===== config.mk =====
export PLATFORM = sky130hd
export DESIGN_NAME = operand_read_stage
export DESIGN_NICKNAME = d
export VERILOG_FILES = /design/src/rtl/config_pkg.sv /design/src/rtl/instruction_pkg.sv /design/src/rtl/regfile_2r1w.sv /design/src/rtl/operand_read_stage.sv
export SDC_FILE = /design/constraint.sdc
export NUM_CORES = 2
export LEC_CHECK = 0
export CAP_MARGIN = 25
export CORE_UTILIZATION = 59
export DETAILED_ROUTE_END_ITERATION = 10
export PLACE_DENSITY_LB_ADDON = 0.15
export SYNTH_ARGS = -nofsm -noshare
export SYNTH_HDL_FRONTEND = slang
export SYNTH_SLANG_ARGS = --single-unit

===== constraint.sdc =====
create_clock -name clk -period 5.5 [get_ports clk]
set_input_delay 1.1 -clock clk [delete_from_list [all_inputs] [get_ports clk]]
set_output_delay 1.1 -clock clk [all_outputs]
set_load 0.01 [all_outputs]

===== src/rtl/config_pkg.sv =====
// Global sizing for the operand-read datapath: data width, register count and index width.
package config_pkg;

  localparam int XLEN       = 32;
  localparam int NREGS      = 32;
  localparam int REG_ADDR_W = 5;

  // One-hot mask for a register index, used for scoreboard set/clear.
  function automatic logic [NREGS-1:0] reg_onehot(input logic [REG_ADDR_W-1:0] idx);
    logic [NREGS-1:0] mask;
    mask      = {NREGS{1'b0}};
    mask[idx] = 1'b1;
    return mask;
  endfunction

endpackage


===== src/rtl/instruction_pkg.sv =====
// Instruction-side types: the operand bundle carried from operand read into execute.
package instruction_pkg;

  typedef struct packed {
    logic [config_pkg::XLEN-1:0]       rs1_data;
    logic [config_pkg::XLEN-1:0]       rs2_data;
    logic [config_pkg::REG_ADDR_W-1:0] rd;
    logic                              rd_we;
    logic [config_pkg::XLEN-1:0]       tag;
  } operand_bundle_t;

endpackage


===== src/rtl/regfile_2r1w.sv =====
// Architectural register file: two combinational read ports, one clocked write port.
// Entry 0 always reads as zero and silently drops writes.
module regfile_2r1w #(
  parameter int XLEN   = config_pkg::XLEN,
  parameter int NREGS  = config_pkg::NREGS,
  parameter int ADDR_W = config_pkg::REG_ADDR_W
) (
  input  logic              clk,
  input  logic              rst,
  input  logic [ADDR_W-1:0] ra1,
  output logic [XLEN-1:0]   rd1,
  input  logic [ADDR_W-1:0] ra2,
  output logic [XLEN-1:0]   rd2,
  input  logic              we,
  input  logic [ADDR_W-1:0] wa,
  input  logic [XLEN-1:0]   wd
);

  logic [XLEN-1:0] mem_r [NREGS];

  // Write port; reset clears every entry and overrides a concurrent write.
  always_ff @(posedge clk) begin
    if (rst) begin
      for (int i = 0; i < NREGS; i++) begin
        mem_r[i] <= {XLEN{1'b0}};
      end
    end else if (we && (wa != {ADDR_W{1'b0}})) begin
      mem_r[wa] <= wd;
    end
  end

  // Read ports with x0 forced to zero.
  always_comb begin
    rd1 = {XLEN{1'b0}};
    rd2 = {XLEN{1'b0}};
    if (ra1 != {ADDR_W{1'b0}}) begin
      rd1 = mem_r[ra1];
    end else begin
      rd1 = {XLEN{1'b0}};
    end
    if (ra2 != {ADDR_W{1'b0}}) begin
      rd2 = mem_r[ra2];
    end else begin
      rd2 = {XLEN{1'b0}};
    end
  end

endmodule


===== src/rtl/operand_read_stage.sv =====
// Operand read stage: register-file read, busy-bit scoreboard and one-entry output register.
// Optional macro OPERAND_BYPASS_EN forwards a same-cycle write-back into the accepted operands.
module operand_read_stage
  import instruction_pkg::*;
#(
  parameter int XLEN  = config_pkg::XLEN,
  parameter int NREGS = config_pkg::NREGS
) (
  input  logic                              clk,
  input  logic                              rst,
  input  logic                              id_valid,
  output logic                              id_ready,
  input  logic [config_pkg::REG_ADDR_W-1:0] id_rs1,
  input  logic [config_pkg::REG_ADDR_W-1:0] id_rs2,
  input  logic [config_pkg::REG_ADDR_W-1:0] id_rd,
  input  logic                              id_rd_we,
  input  logic [XLEN-1:0]                   id_tag,
  input  logic                              wb_we,
  input  logic [config_pkg::REG_ADDR_W-1:0] wb_rd,
  input  logic [XLEN-1:0]                   wb_data,
  input  logic                              flush,
  output logic                              ex_valid,
  input  logic                              ex_ready,
  output logic [XLEN-1:0]                   ex_rs1_data,
  output logic [XLEN-1:0]                   ex_rs2_data,
  output logic [config_pkg::REG_ADDR_W-1:0] ex_rd,
  output logic                              ex_rd_we,
  output logic [XLEN-1:0]                   ex_tag,
  output logic [NREGS-1:0]                  busy_mask
);

  localparam int AW = config_pkg::REG_ADDR_W;

  logic [NREGS-1:0] busy_r;
  logic [NREGS-1:0] busy_next_s;
  logic [NREGS-1:0] busy_chk_s;
  logic [NREGS-1:0] wb_clr_s;
  logic [NREGS-1:0] flush_clr_s;
  logic [NREGS-1:0] acc_set_s;
  logic             ex_valid_r;
  operand_bundle_t  out_r;
  operand_bundle_t  bundle_s;
  logic [XLEN-1:0]  rf_rs1_s;
  logic [XLEN-1:0]  rf_rs2_s;
  logic [XLEN-1:0]  rs1_val_s;
  logic [XLEN-1:0]  rs2_val_s;
  logic             wb_hit_s;
  logic             hazard_s;
  logic             id_ready_s;
  logic             accept_s;

  regfile_2r1w #(
    .XLEN   (XLEN),
    .NREGS  (NREGS),
    .ADDR_W (AW)
  ) u_regfile (
    .clk (clk),
    .rst (rst),
    .ra1 (id_rs1),
    .rd1 (rf_rs1_s),
    .ra2 (id_rs2),
    .rd2 (rf_rs2_s),
    .we  (wb_we),
    .wa  (wb_rd),
    .wd  (wb_data)
  );

  // Scoreboard clear sources: write-back and a squashed held instruction.
  always_comb begin
    wb_hit_s    = wb_we && (wb_rd != {AW{1'b0}});
    wb_clr_s    = {NREGS{1'b0}};
    flush_clr_s = {NREGS{1'b0}};
    if (wb_hit_s) begin
      wb_clr_s = config_pkg::reg_onehot(wb_rd);
    end else begin
      wb_clr_s = {NREGS{1'b0}};
    end
    if (flush && ex_valid_r && out_r.rd_we && (out_r.rd != {AW{1'b0}})) begin
      flush_clr_s = config_pkg::reg_onehot(out_r.rd);
    end else begin
      flush_clr_s = {NREGS{1'b0}};
    end
  end

  // Hazard check and operand selection, with optional same-cycle write-back forwarding.
  always_comb begin
    busy_chk_s = busy_r;
    rs1_val_s  = rf_rs1_s;
    rs2_val_s  = rf_rs2_s;
`ifdef OPERAND_BYPASS_EN
    busy_chk_s = busy_r & ~wb_clr_s;
    if (wb_hit_s && (wb_rd == id_rs1)) begin
      rs1_val_s = wb_data;
    end else begin
      rs1_val_s = rf_rs1_s;
    end
    if (wb_hit_s && (wb_rd == id_rs2)) begin
      rs2_val_s = wb_data;
    end else begin
      rs2_val_s = rf_rs2_s;
    end
`else
    busy_chk_s = busy_r;
`endif
    hazard_s   = busy_chk_s[id_rs1] || busy_chk_s[id_rs2] || (id_rd_we && busy_chk_s[id_rd]);
    id_ready_s = (!ex_valid_r || ex_ready) && !hazard_s && !flush && !rst;
    accept_s   = id_valid && id_ready_s;
  end

  // Next scoreboard value; clears apply first so a same-edge set wins.
  always_comb begin
    acc_set_s = {NREGS{1'b0}};
    if (accept_s && id_rd_we && (id_rd != {AW{1'b0}})) begin
      acc_set_s = config_pkg::reg_onehot(id_rd);
    end else begin
      acc_set_s = {NREGS{1'b0}};
    end
    busy_next_s    = (busy_r & ~wb_clr_s & ~flush_clr_s) | acc_set_s;
    busy_next_s[0] = 1'b0;
  end

  // Bundle captured into the output register on accept.
  always_comb begin
    bundle_s          = '0;
    bundle_s.rs1_data = rs1_val_s;
    bundle_s.rs2_data = rs2_val_s;
    bundle_s.rd       = id_rd;
    bundle_s.rd_we    = id_rd_we;
    bundle_s.tag      = id_tag;
  end

  // Scoreboard register.
  always_ff @(posedge clk) begin
    if (rst) begin
      busy_r <= {NREGS{1'b0}};
    end else begin
      busy_r <= busy_next_s;
    end
  end

  // Output register: flush squashes, accept loads, a bare transfer empties, else hold.
  always_ff @(posedge clk) begin
    if (rst) begin
      ex_valid_r <= 1'b0;
      out_r      <= '0;
    end else if (flush) begin
      ex_valid_r <= 1'b0;
    end else if (accept_s) begin
      ex_valid_r <= 1'b1;
      out_r      <= bundle_s;
    end else if (ex_ready) begin
      ex_valid_r <= 1'b0;
    end
  end

  assign id_ready    = id_ready_s;
  assign ex_valid    = ex_valid_r;
  assign ex_rs1_data = out_r.rs1_data;
  assign ex_rs2_data = out_r.rs2_data;
  assign ex_rd       = out_r.rd;
  assign ex_rd_we    = out_r.rd_we;
  assign ex_tag      = out_r.tag;
  assign busy_mask   = busy_r;

endmodule


==> flow_summary.ini <==
[yosys]
yosysTopAreaCell = edfxtp_1
synthCells = 3914
synth-edff-count = 1024
synth-main-ff-cell = edfxtp_1
syn_area_um2 = 60800
yosysSeqAreaShare = 0.549
yosys_warnings = 0
async_flop_share = 0
synth.area.top_cells = edfxtp_1 51%, mux4_2 24%, and2_1 10%
ys_seq_elements = 1158
netlist.area_leader.share = 0.505
syn_avg_cell_area_um2 = 15.5
ys_types = 54

[timing]
finalHoldViolCount = 0
relSlewSlack = 0.298
setup_viol = 0
worstMarginPinSlew_ns = 1.05
slew_viol_final = 0
finalCritPeriodShare = 0.884
fmax_ghz = 0.206
post-route-min-period_ns = 4.86
rsz0062_at_grt = no
setup_tns_ns = 0
clock_skew_ns = 0.0417

[place]
hpwlAfterDp_um = 111000
gp_congestion = 0.887
io_buffers = 225
dp.cells = 5236

[floorplan]
rows = 117
core-area_um2 = 102000
die_y_um = 323
io_pins = 227
initial_core_util = 0.596
die_w_um = 323
floorplan.die_area_um2 = 104000

[setup_path]
r2r_setup_slack_ns = 2.27
path_class = in2out
r2r_cells = 10
crit_end = id_ready
setup.worst_path.start = id_rd[3]
crit_path_end_kind = output port
cp.required_ns = 4.40
crit_path_max_fanout = 14
startpoint_type = input port
arrival_ns = 3.76
timing.rr.end = busy_mask[16]
reg2reg_from = busy_mask[14]

[layout]
area_growth_pct = 12.7
final_cell_mix = 1024 x edfxtp_1, 995 x and2_1, 647 x mux4_2, 216 x clkdlybuf4s50_1, 134 x dfxtp_1
nNetsFinal = 4083
final_util = 0.672
fin_cells = 5476
multi_input_area_um2 = 25800
layout_commonest_cell = edfxtp_1
drive_gt1_frac = 0.268
regArea_um2 = 33400
fillerInstances = 6922

[drt]
via_per_inst = 6.98
ant_nets = 0
via_count = 38200
met1Wirelength_um = 68600
drcViolationCount = 0
highest_layer = met5
dr.pass1.iters = 6
drt-initial-drc-count = 6144
wl_met2_um = 90900
drt-total-wl_um = 195000
wl_met3_um = 26600
wl_per_cell_um = 35.7

[power_and_ir_drop]
internal_power_w = 0.0158
clkPwrFrac = 0.389
ir_drop_mv = 0.272
p_sw_w = 0.00501
seq_power_share = 0.493
power_w = 0.0208
p_leak_nw = 23.5
power_density_nw_per_um2 = 303
p_comb_frac = 0.118
swShare = 0.241

[clocking]
cts_setup_buffers = 0
clk-insertion-delay-late_ns = 0.74
cts_hold_buf = 0
ctsResizeCount = 0
cts_inserted_buffers = 120
htreeDepth = 3
root_buffer = clkbuf_16
tritoncts = yes
cts_sinks = 1158
cts_max_path_buffers = 3
clk_pin_slew_ns = 0.06

[job]
cap_viol_max_count = 0

[global_route]
grt_usage = 0.380
grt.overflow.total = 0
grt_max_degree = 145
antenna_found_initial = 22
grt_pass1_wl_um = 274000
grt_pass1_vias = 37000

[outcome]
status = finished clean

[worst_hold_path]
min_path_type = reg2reg
==> cells in the mapped netlist, types with 12 or more instances <==
| cell | number |
|---|---|
| mux4_2 | 647 |
| nand3_1 | 56 |
| nand2b_1 | 72 |
| buf_4 | 43 |
| and2_1 | 995 |
| or3b_2 | 15 |
| o31ai_1 | 24 |
| mux2i_1 | 95 |
| buf_6 | 20 |
| clkbuf_1 | 290 |
| inv_1 | 24 |
| o211ai_1 | 14 |
| nand2_1 | 83 |
| dfxtp_1 | 134 |
| a21oi_1 | 60 |
| nor2_1 | 48 |
| buf_1 | 25 |
| mux2_2 | 65 |
| edfxtp_1 | 1024 |
| nor2b_1 | 12 |
| o21ai_0 | 39 |
| buf_2 | 37 |
==> cell families (layout without fill, tap and decap cells) <==
| family | after synthesis | count (layout) | synth area share |
|---|---|---|---|
| other | 1 | 44 | 0.0000616 |
| DFF | 1158 | 1158 | 0.549 |
| AOI/OAI and AO/OA | 184 | 184 | 0.0199 |
| muxes | 807 | 807 | 0.267 |
| buffers and inverters | 442 | 593 | 0.0332 |
| and+or+nand+nor | 1322 | 1322 | 0.130 |
==> worst min-delay path by stage <==
| stage | to | cells after the start | slack [ns] | start |
|---|---|---|---|---|
| after floorplan | ex_rs1_data[0] | 2 | 0.50 | ex_rs1_data[0] |
| after global placement | ex_tag[17] | 2 | 0.46 | ex_tag[17] |
| after detailed placement | ex_tag[28] | 2 | 0.47 | ex_tag[28] |
| after CTS | ex_tag[28] | 2 | 0.47 | ex_tag[28] |
| after global routing | ex_tag[0] | 2 | 0.49 | ex_tag[0] |
| final | ex_rs1_data[0] | 2 | 0.47 | ex_rs1_data[0] |
==> routing by layer <==
layer,GRT usage,vias to the layer above
li1,-,15200
met4,0.165,6
met3,0.0948,533
met5,0,-
met2,0.583,3047
met1,0.521,19400
==> metrics by stage <==
step / hold WS, ns / instance area (um2) / setup WS [ns]
after floorplan: 0.496 / 61000 / 1.78
after global placement: 0.460 / 64600 / 0.684
after global routing: 0.489 / 68500 / 0.504
final: 0.473 / 68600 / 0.640
after detailed placement: 0.466 / 64600 / 0.680
after CTS: 0.475 / 68500 / 0.662
==> layout make-up <==
cell class	count	share of cell area
Tap cell	1368	0.0250
Inverter	26	0.00150
Sequential cell	1158	0.488
Clock inverter	61	0.00774
Clock buffer	166	0.0483
Timing Repair Buffer	340	0.0531
Multi-Input combinational cell	2346	0.376
Antenna cell	11	0.000402
==> power by group through the flow <==
stage               registers, W  logic, W  clock network, W
floorplan                 0.0104   0.00160                 0
global placement          0.0104   0.00240                 0
detailed placement        0.0104   0.00241                 0
CTS                       0.0102   0.00242           0.00811
global route              0.0103   0.00252           0.00844
finish                    0.0103   0.00245           0.00809
==> registers in the layout, indices dropped and copies added, names as in the netlist <==
signal and count:
ex_valid 1, ex_rd 5, ex_rs2_data 32, u_regfile.mem_r 1024, busy_mask 31, ex_rs1_data 32
ex_tag 32, ex_rd_we 1
==> critical path: stages <==
cell	delay [ns]
clkdlybuf4s50_1	0.78
or3b_2	0.56
o21ai_0	0.25
o22ai_1	0.11
a41o_1	0.25
nand4_1	0.16
inv_2	0.06
clkdlybuf4s50_1	0.48
Power figures use the tool's default switching activity.
